`config.mk`:
```
export PLATFORM = sky130hd
export DESIGN_NAME = xor_cipher_cfg_sequencer
export DESIGN_NICKNAME = d
export VERILOG_FILES = /design/src/rtl/xor_cipher_cfg_sequencer.sv
export SDC_FILE = /design/constraint.sdc
export NUM_CORES = 1
export LEC_CHECK = 0
export ABC_AREA = 1
export BUFFER_PORTS_ARGS = -buffer_cell sky130_fd_sc_hd__clkbuf_2
export CELL_PAD_IN_SITES_DETAIL_PLACEMENT = 0
export CELL_PAD_IN_SITES_GLOBAL_PLACEMENT = 2
export CORE_ASPECT_RATIO = 0.75
export CORE_MARGIN = 8
export CORE_UTILIZATION = 28
export DETAILED_ROUTE_END_ITERATION = 8
export GPL_TIMING_DRIVEN = 0
export PLACE_DENSITY_LB_ADDON = 0.1
export SETUP_SLACK_MARGIN = 0.3
export SYNTH_ARGS = -nofsm -noshare
export SYNTH_HDL_FRONTEND = slang
export SYNTH_SLANG_ARGS = --single-unit
export TNS_END_PERCENT = 10
```
`constraint.sdc`:
```
create_clock -name clk -period 2.5 [get_ports clk]
set_clock_uncertainty 0.05 [all_clocks]
set_input_delay 0.625 -clock clk [delete_from_list [all_inputs] [get_ports clk]]
set_output_delay 0.625 -clock clk [all_outputs]
set_load 0.01 [all_outputs]
```
`src/rtl/xor_cipher_cfg_sequencer.sv`:
```
// Serial configuration sequencer for the dual XOR stream cipher: shifts a captured word into the
// config chain MSB first, optionally verifies it (define XOR_CFG_READBACK_EN), then enables TX/RX.
module xor_cipher_cfg_sequencer #(
    parameter int CFG_LEN = 64,
    parameter int CNT_W   = $clog2(CFG_LEN)
) (
    input  logic               clk,
    input  logic               rst,
    input  logic               start,
    input  logic               stop,
    input  logic [CFG_LEN-1:0] cfg_word,
    input  logic               cfg_o,
    output logic               cfg_en,
    output logic               cfg_i,
    output logic               tx_en,
    output logic               rx_en,
    output logic               busy,
    output logic               ready,
    output logic               err
);

    typedef enum logic [2:0] {
        ST_IDLE   = 3'd0,
        ST_SHIFT  = 3'd1,
        ST_VERIFY = 3'd2,
        ST_RUN    = 3'd3,
        ST_ERROR  = 3'd4
    } state_t;

    localparam logic [CNT_W-1:0] CNT_LAST = CNT_W'(CFG_LEN - 1);

    state_t             state_r;
    state_t             state_s;
    logic [CFG_LEN-1:0] shadow_r;
    logic [CFG_LEN-1:0] shadow_s;
    logic [CFG_LEN-1:0] shadow_rot_s;
    logic [CNT_W-1:0]   cnt_r;
    logic [CNT_W-1:0]   cnt_s;
    logic               mis_r;
    logic               mis_s;
    logic               shift_act_r;
    logic               run_r;
    logic               err_r;

`ifdef XOR_CFG_READBACK_EN
    logic               cmp_s;
    assign cmp_s = cfg_o ^ shadow_r[CFG_LEN-1];
`else
    // Readback disabled: the chain output is deliberately left without any load.
    logic               unused_cfg_o_s;
    assign unused_cfg_o_s = cfg_o;
`endif

    // Rotation keeps the shadow equal to the original word after each full pass.
    assign shadow_rot_s = {shadow_r[CFG_LEN-2:0], shadow_r[CFG_LEN-1]};

    // Next-state, shadow, counter and mismatch-flag logic.
    always_comb begin
        state_s  = state_r;
        shadow_s = shadow_r;
        cnt_s    = cnt_r;
        mis_s    = mis_r;
        if (stop) begin
            state_s = ST_IDLE;
        end else begin
            case (state_r)
                ST_IDLE, ST_RUN, ST_ERROR: begin
                    if (start) begin
                        shadow_s = cfg_word;
                        cnt_s    = {CNT_W{1'b0}};
                        mis_s    = 1'b0;
                        state_s  = ST_SHIFT;
                    end else begin
                        state_s  = state_r;
                    end
                end
                ST_SHIFT: begin
                    shadow_s = shadow_rot_s;
                    cnt_s    = cnt_r + CNT_W'(1);
                    if (cnt_r == CNT_LAST) begin
                        cnt_s   = {CNT_W{1'b0}};
`ifdef XOR_CFG_READBACK_EN
                        state_s = ST_VERIFY;
`else
                        state_s = ST_RUN;
`endif
                    end else begin
                        state_s = ST_SHIFT;
                    end
                end
`ifdef XOR_CFG_READBACK_EN
                ST_VERIFY: begin
                    shadow_s = shadow_rot_s;
                    cnt_s    = cnt_r + CNT_W'(1);
                    mis_s    = mis_r | cmp_s;
                    if (cnt_r == CNT_LAST) begin
                        cnt_s   = {CNT_W{1'b0}};
                        state_s = (mis_r | cmp_s) ? ST_ERROR : ST_RUN;
                    end else begin
                        state_s = ST_VERIFY;
                    end
                end
`endif
                default: begin
                    state_s = ST_IDLE;
                end
            endcase
        end
    end

    // State and output registers; outputs are decoded from the next state so they align with it.
    always_ff @(posedge clk or posedge rst) begin
        if (rst) begin
            state_r     <= ST_IDLE;
            shadow_r    <= {CFG_LEN{1'b0}};
            cnt_r       <= {CNT_W{1'b0}};
            mis_r       <= 1'b0;
            shift_act_r <= 1'b0;
            run_r       <= 1'b0;
            err_r       <= 1'b0;
        end else begin
            state_r     <= state_s;
            shadow_r    <= shadow_s;
            cnt_r       <= cnt_s;
            mis_r       <= mis_s;
            shift_act_r <= (state_s == ST_SHIFT) || (state_s == ST_VERIFY);
            run_r       <= (state_s == ST_RUN);
`ifdef XOR_CFG_READBACK_EN
            err_r       <= (state_s == ST_ERROR);
`else
            err_r       <= 1'b0;
`endif
        end
    end

    assign cfg_en = shift_act_r;
    assign busy   = shift_act_r;
    assign cfg_i  = shadow_r[CFG_LEN-1];
    assign tx_en  = run_r;
    assign rx_en  = run_r;
    assign ready  = run_r;
    assign err    = err_r;

endmodule

```
# After elaboration in Yosys (flattened, before gate mapping)
# Cells that the tools add are included.
word_totals:
  regBits: 75
  inputBits: 69
  wordCells: 29
classes:
  addsub: 1
  n_eq_ne: 8
  mux: 9
  bitwise_logic: 1
  n_reduce_logical: 5
ops:
  columns: ["op", "n"]
  rows:
  - ["$pmux 64 s2", 1]
  - ["$mux 64", 1]
  - ["$mux 6", 2]
  - ["$pmux 6 s2", 1]
  - ["$eq 3x2->1 const B", 3]
  - ["$add 6x1->6 const B", 1]
  - ["$eq 3x1->1 const B", 2]
  - ["$eq 6x6->1 const B", 1]
  - ["$mux 3", 2]
  - ["$pmux 3 s2", 1]
  - ["$eq 3x3->1 const B", 1]
  - ["$logic_not 3->1", 1]
  - ["$reduce_and 3->1", 1]
  - ["$reduce_or 3->1", 1]
  - ["$mux 2", 1]
  - ["$ne 2x2->1 const B", 1]
  - ["$reduce_bool 2->1", 1]
  - ["$logic_or 1x1->1", 1]
  - ["$not 1->1", 1]

# Logic depth before layout (Yosys ltp)
# Gate-level depths: netlist of the first run.
depth:
  depth_word: 6
  ltp_mapped: 11

# Worst setup path before layout of the first run
# OpenSTA, ideal clock, no wires.
synth_path:
  path_type: "input to register"
  from: "in start"
  to: "reg shadow_r[39]"
  t_arrival_ns: 1.354
  required_time_ns: 2.320
  path_slack_ns: 0.966
  stages: 10
  path_buffers: 2
  cell_sequence: "inv_1 > nand2_1 > nor2_1 > inv_1 > nand2_1 > nor2_4 > buf_6 > buf_6 > nand2_1 > o21ai_0"
synth_via:
  elab_chain_cells: 2
synth_rtl:
  columns: ["element", "line", "text"]
  rows:
  - ["start: declaration", "9", "input logic start,"]
  - ["$ne 2x2->1 (no line)", null, null]
  - ["$reduce_and 3->1 (no line)", null, null]
  - ["end signal: assignment", "115", "shadow_r <= {CFG_LEN{1'b0}};"]
  - ["end signal: assignment", "123", "shadow_r <= shadow_s;"]
  - ["end: declaration", "34", "logic [CFG_LEN-1:0] shadow_r;"]
# Every way passes these cells.
# A chain may end at the register's enable or synchronous reset.

# Worst setup path after layout of the first run
layout_path:
  from: "reg state_r[0]"
  to: "reg shadow_r[5]"
layout_via:
  elab_chain_cells: 4
  elab_cells_between_ends: 9
layout_rtl:
  columns: ["element", "line", "text"]
  rows:
  - ["start: declaration", "32", "state_t state_r;"]
  - ["start signal: assignment", "122", "state_r <= state_s;"]
  - ["$eq 3x2->1 (tied with other cells)", "66", "case (state_r)"]
  - ["$reduce_or 3->1", "66", null]
  - ["$ne 2x2->1 (no line) / $reduce_bool 2->1 (equally long branches)", null, null]
  - ["$reduce_and 3->1 (no line)", null, null]
# Parallel ways exist; a longest one is shown, timed or not.

==> flow_summary_export.csv, run 1 <==
group,metric,value,unit
global_route,grt_max_degree,32,
logic_synthesis,yosys.area.top_type,"dfrtp_1",
layout,multi_input_area,1390,um2
place,place_hpwl,7230,um
power_and_ir_drop,ir_worst_vdd,0.310,mV
layout,fin_nets,655,
logic_synthesis,synthMuxAreaShare,0,
power_and_ir_drop,finalPower,3390,uW
run,drv_cap,0,
layout,fillers,1426,
logic_synthesis,yosysWarningCount,0,
timing,rsz0062_at_grt,"no",
clock_network,cts_tree,"done",
critical_path,worstPathArrival,1.96,ns
floorplanning,start_util,0.289,
drt,routedWlPerCell,13.2,um
global_route,grt_pass1_wl,17100,um
logic_synthesis,yosysTopAreaCellShare,0.496,
global_route,grt_pass1_vias,3370,
logic_synthesis,syn_nets,569,
clock_network,clk_pin_slew,0.06,ns
critical_path,cp-startpoint,"state_r[0]",
clock_network,cts_buffers,9,
layout,syn_to_final_growth,24.8,%
place,placed_cell_area,4410,um2
floorplanning,top_level_ports,76,
logic_synthesis,synth_top_family_by_area,"simple AND/OR/NAND/NOR gates",
global_route,overflow,0,
power_and_ir_drop,p_leak,0.00240,uW
clock_network,cts.sinks,75,
floorplanning,core-area,13100,um2
timing,worst_pin_slew,0.589,ns
drt,drt_iter0_drc,156,
logic_synthesis,seq_area_frac_synth,0.496,
clock_network,post_cts_buffers,0,
critical_path,path_class,"flop to flop",
critical_path,cp_max_fo,10,
global_route,groute.usage.overall,0.123,
floorplanning,chipHeight,117,um
min_path,hp-class,"input pin to async pin",
logic_synthesis,synthTopCellsByArea,"dfrtp_1, nand2_1, o21ai_0, inv_1, o21ai_1",
critical_path,end_kind,"flop",
critical_path,worstReg2RegStart,"state_r[0]",
critical_path,reg2reg_depth,8,
logic_synthesis,synthAdderAreaFrac,0.00331,
layout,drive_above_1_share,0.200,
floorplanning,die-area,17500,um2
drt,via_per_inst,4.30,
logic_synthesis,synthSimpleGateAreaFrac,0.181,
power_and_ir_drop,power.density,718,nW/um2
logic_synthesis,synthCells,499,
logic_synthesis,netlist_area,3780,um2
critical_path,startpoint_type,"flop",
drt,drc,0,
timing,finalSetupTns,0,ns
timing,fin_crit_sh,0.716,
place,port_buffers,73,
clock_network,root_buffer,"clkbuf_16",
timing,hold_violations,0,
floorplanning,die_w,150,um
outcome,status,"finished clean",
global_route,antenna_found_initial,0,
timing,fin_crit,1.79,ns
timing,fmax,558,MHz
logic_synthesis,synth-xor-area-share,0.00463,
drt,vias,3266,
drt,ant_nets,0,
logic_synthesis,ys_seq_elements,75,
clock_network,ctsHoldBuffers,0,
drt,routed_wl,10000,um
layout,antennaDiodeCount,0,
clock_network,htree_levels,3,
clock_network,clock_latency,0.34,ns
timing,maxSlewHeadroom,0.607,
clock_network,clockBufferDepth,2,
logic_synthesis,synth_cell_types,21,
timing,setup_viol,0,
drt,first_pass_iters,4,
logic_synthesis,avgSynthCellArea,7.58,um2
timing,final_max_slew_viol_count,0,
floorplanning,row_count,36,
place,routabilityCongestion,0.735,
layout,finish.instance_area,4720,um2
logic_synthesis,synth-compound-area-share,0.179,
layout,regArea,1880,um2
critical_path,cp.required,2.67,ns
clock_network,post_cts_resized,0,
==> registers in the layout, summed over array words and instances, names as in the netlist <==
| signal | cells |
|---|---|
| busy | 1 |
| shadow_r | 64 |
| ready | 1 |
| cnt_r | 6 |
| state_r | 3 |
==> synth_stat cells, drive strengths merged <==
library cell,count
xnor2,1
xor2,1
conb,1
inv,79
nand2,154
o21ai,135
buf,22
nor3,2
dfrtp,75
nand3,5
clkbuf,10
and2,2
nor2,10
ha,1
nand4,1
==> layer usage <==
| layer | wire length, um | GRT usage | part of all wire |
|---|---|---|---|
| met3 | 615 | 0.0445 | 0.061 |
| met1 | 5190 | 0.169 | 0.52 |
| met4 | 94 | 0.0299 | 0.0094 |
| met2 | 4130 | 0.180 | 0.41 |
| met5 | 0 | 0 | 0 |
==> cell type report <==
class                      instances  area share
timing repair buffer              75      0.0858
multi-input combinational        313       0.295
buffer                            32      0.0458
clock buffer                      10      0.0506
inverter                          79      0.0636
sequential                        75       0.397
tap                              171      0.0453
clock inverter                     5      0.0164
==> layout by cell type (no fill, tap or decap), drive strengths merged, types with 2 or more instances in the layout <==
master,count
nand2,154
o21ai,135
clkbuf,93
inv,78
dfrtp,75
buf,24
nor2,10
nand3,5
and2,2
nor3,2
clkinvlp,2
bufinv,2
clkinv,2
==> where the power goes <==
group / internal (uW) / switching (uW)
combinational: 209 / 341
sequential: 1390 / 48.7
clock: 892 / 511
==> cell families (layout without fill, tap and decap cells) <==
group / count (synthesis) / count (layout)
AO/OA/AOI/OAI: 135 / 135
other: 1 / 1
XOR/XNOR: 2 / 2
flip-flops: 75 / 75
adder cells (fa/ha/maj): 1 / 1
AND/OR/NAND/NOR: 174 / 174
buffers and inverters: 111 / 201
==> metrics by stage <==
| step | instances | setup WS [ns] | utilization | hold WS [ns] |
|---|---|---|---|---|
| after CTS | 760 | 0.617 | 0.360 | 0.304 |
| after detailed placement | 745 | 0.617 | 0.336 | 0.455 |
| after global routing | 760 | 0.439 | 0.360 | 0.333 |
| after floorplan | 499 | 0.966 | - | 0.433 |
| after global placement | 743 | 0.265 | 0.333 | 0.444 |
| final | 760 | 0.709 | 0.360 | 0.288 |
==> worst max-delay path, stage by stage (launching register included) <==
cell	delay, ns
dfrtp_1	0.40
inv_2	0.07
nor2_1	0.05
nand2_1	0.18
buf_2	0.28
clkbuf_1	0.34
o21ai_0	0.15
nand2_1	0.08
o21ai_0	0.08
==> worst paths after layout <==
| check | to | slack (ns) |
|---|---|---|
| worst max-delay path | shadow_r[5] | 0.71 |
| worst min-delay path | shadow_r[51] | 0.29 |
| worst max register to register | shadow_r[5] | 0.71 |
| worst min register to register | shadow_r[23] | 0.46 |
| max in group asynchronous | shadow_r[8] | 1.37 |
| min in group clk | shadow_r[23] | 0.46 |
No activity file was read; power rests on OpenSTA's default activity.
==> run 2, diff against run 1 <==
ABC_AREA = 0   (was 1)
CORE_UTILIZATION = 31   (was 28)
clock period = 1.6 ns   (was 2.5 ns; I/O delays follow)
==> run 2 against run 1 <==
  * The flow now finishes with violations (setup timing)
  * Final area up 4.7%
  * Routed wire length is 0.94% lower
  * Utilization up 6.7 points
  * Global-route usage grew 0.87 points
  * Critical path type unchanged
  * Critical endpoint is now shadow_r[24]
  * Largest cell class unchanged
  * Largest power group unchanged
==> flow_summary_export.csv, run 2 <==
group,metric,value,unit
critical_path,worst-path-buf-inv,3,
layout,reg_top3,"shadow_r (64), cnt_r (6), state_r (3)",
logic_synthesis,synthTopCellsByArea,"dfrtp_1, mux2i_1, o21ai_0, o21ai_1, clkbuf_1",
logic_synthesis,yosys.area.top_type,"dfrtp_1",
layout,mostFrequentLayoutCell,"o21ai_0",
clock_network,ctsHoldBuffers,0,
clock_network,cts.sinks,75,
timing,fin_ws,-0.125,ns
place,port_buffers,73,
power_and_ir_drop,finalPower,5390,uW
min_path,hp-class,"input pin to async pin",
logic_synthesis,yosysWarningCount,0,
clock_network,clockBufferDepth,2,
critical_path,worstPathArrival,1.88,ns
clock_network,cts_buffers,9,
layout,largest_reg_flops,64,
drt,drt_iter0_drc,139,
drt,routedWlPerCell,16.3,um
critical_path,slowest_delay,0.42,ns
clock_network,cts_tree,"done",
logic_synthesis,synth_commonest_cells,"o21ai_0, dfrtp_1, mux2i_1",
power_and_ir_drop,power.density,1090,nW/um2
place,place_hpwl,6710,um
run,drv_cap,0,
logic_synthesis,synth_edf_count,0,
logic_synthesis,yosysMostFrequentCell,"o21ai_0",
global_route,groute.usage.overall,0.132,
global_route,grt_pass1_wl,16100,um
drt,via_per_inst,4.80,
global_route,antenna_found_initial,0,
layout,utilization,0.427,
timing,rsz0062_at_grt,"yes",
timing,maxSlewHeadroom,0.604,
global_route,grt_max_degree,29,
global_route,overflow,0,
critical_path,cp_cell_sequence,"or3b_4 -> buf_8 -> buf_12 -> buf_12 -> mux2i_2 -> o21ai_1",
floorplanning,top_level_ports,76,
timing,fin_crit_sh,1.08,
logic_synthesis,syn_nets,418,
drt,first_pass_iters,4,
timing,worst_pin_slew,0.593,ns
critical_path,end_kind,"flop",
timing,hold_violations,0,
critical_path,cp.required,1.76,ns
clock_network,clock_latency,0.33,ns
timing,fin_crit,1.72,ns
place,dp.cells,585,
floorplanning,core-area,11600,um2
global_route,grt_pass1_vias,3028,
outcome,violations,"setup timing",
clock_network,root_buffer,"clkbuf_16",
logic_synthesis,synthCells,348,
timing,setup_viol,64,
floorplanning,chipHeight,110,um
critical_path,cp_max_fo,5,
logic_synthesis,netlist_area,3660,um2
critical_path,startpoint_type,"flop",
layout,fin_nets,514,
place,routabilityCongestion,0.731,
drt,routed_wl,9940,um
floorplanning,start_util,0.316,
floorplanning,die_w,141,um
drt,vias,2930,
drt,drc,0,
logic_synthesis,ys_seq_elements,75,
critical_path,slowest_stage,"dfrtp_1",
layout,final_cell_mix,"o21ai_0, dfrtp_1, clkbuf_2",
floorplanning,die-area,15600,um2
timing,final_max_slew_viol_count,0,
logic_synthesis,yosysTopAreaCellShare,0.513,
outcome,status,"finished, violations left",
logic_synthesis,synth_cell_types,35,
logic_synthesis,avgSynthCellArea,10.5,um2
logic_synthesis,seq_area_frac_synth,0.513,
power_and_ir_drop,ir_worst_vdd,0.681,mV
layout,antennaDiodeCount,0,
timing,fmax,580,MHz
floorplanning,row_count,34,
critical_path,crit_family,"buffers and inverters",
layout,instances_no_fill,610,
drt,ant_nets,0,
logic_synthesis,async_flop_share,1.00,
layout,syn_to_final_growth,35.2,%
clock_network,clk_pin_slew,0.06,ns
layout,regMostFlops,"shadow_r",
critical_path,path_class,"flop to flop",
clock_network,htree_levels,3,
layout,drive_above_1_share,0.328,
power_and_ir_drop,p_leak,0.00245,uW
logic_synthesis,ys.flop_type,"dfrtp_1",
critical_path,cp_common_cell,"buf_12",
run 2: path summary, 6_finish.rpt:
kind,from,endpoint,slack (ns),depth (start not counted)
min in group clk,cfg_word[4],shadow_r[4],0.29,3
worst max-delay path,state_r[0],shadow_r[24],-0.12,6
worst min register to register,shadow_r[54],shadow_r[54],0.45,2
max in group asynchronous,rst,state_r[1],0.66,4
worst max register to register,state_r[0],shadow_r[24],-0.12,6
worst min-delay path,rst,shadow_r[26],0.07,2
run 2: per-stage QoR:
stage | hold slack, ns | setup TNS [ns] | instance area [um2] | setup WS (ns)
floorplan | 0.421 | -0.0627 | 3660 | -0.0627
global placement | 0.440 | -58.45 | 4230 | -0.473
detailed placement | 0.437 | -27.64 | 4270 | -0.489
CTS | 0.0796 | -7.57 | 4740 | -0.161
global route | 0.108 | -9.21 | 4940 | -0.177
finish | 0.0676 | -3.30 | 4940 | -0.125
run 2: layout make-up:
class | count | area [um2]
plain buffers | 35 | 352
well taps | 162 | 203
multi-input cells | 237 | 1670
inverters | 1 | 7.51
flip-flops and latches | 75 | 1880
clock buffers | 12 | 246
fillers | 1164 | 6630
clock inverters | 3 | 15.0
repair buffers | 85 | 577
run 2: where the power goes:
group          internal (uW)  total [uW]  switching, uW
clock network           1080        1840            761
logic                    562        1110            548
registers               2260        2440            183
total                   3890        5390           1490
run 2: metal layers:
| layer | vias up | global-route usage | wire, um |
|---|---|---|---|
| met2 | 70 | 0.193 | 4220 |
| met3 | 8 | 0.0538 | 723 |
| met4 | 0 | 0.0321 | 92 |
| li1 | 1440 | - | - |
| met5 | - | 0 | 0 |
| met1 | 1412 | 0.178 | 4900 |
run 2: kinds of logic (layout without fill, tap and decap cells):
group / count (synthesis) / in the layout / synth area share
AOI/OAI and AO/OA: 142 / 142 / 0.206
adders and majority gates: 1 / 1 / 0.00342
buffers and inverters: 36 / 136 / 0.0561
DFF: 75 / 75 / 0.513
muxes: 65 / 65 / 0.178
other: 1 / 1 / 0.00103
and+or+nand+nor: 28 / 28 / 0.0421
run 2: timing repair:
action,in CTS,in global routing
pin swaps,10,14
gates cloned,1,2
endpoints found under the hold margin,0,0
setup endpoints to repair,79,79
resized for setup,52,44
setup buffers,4,3
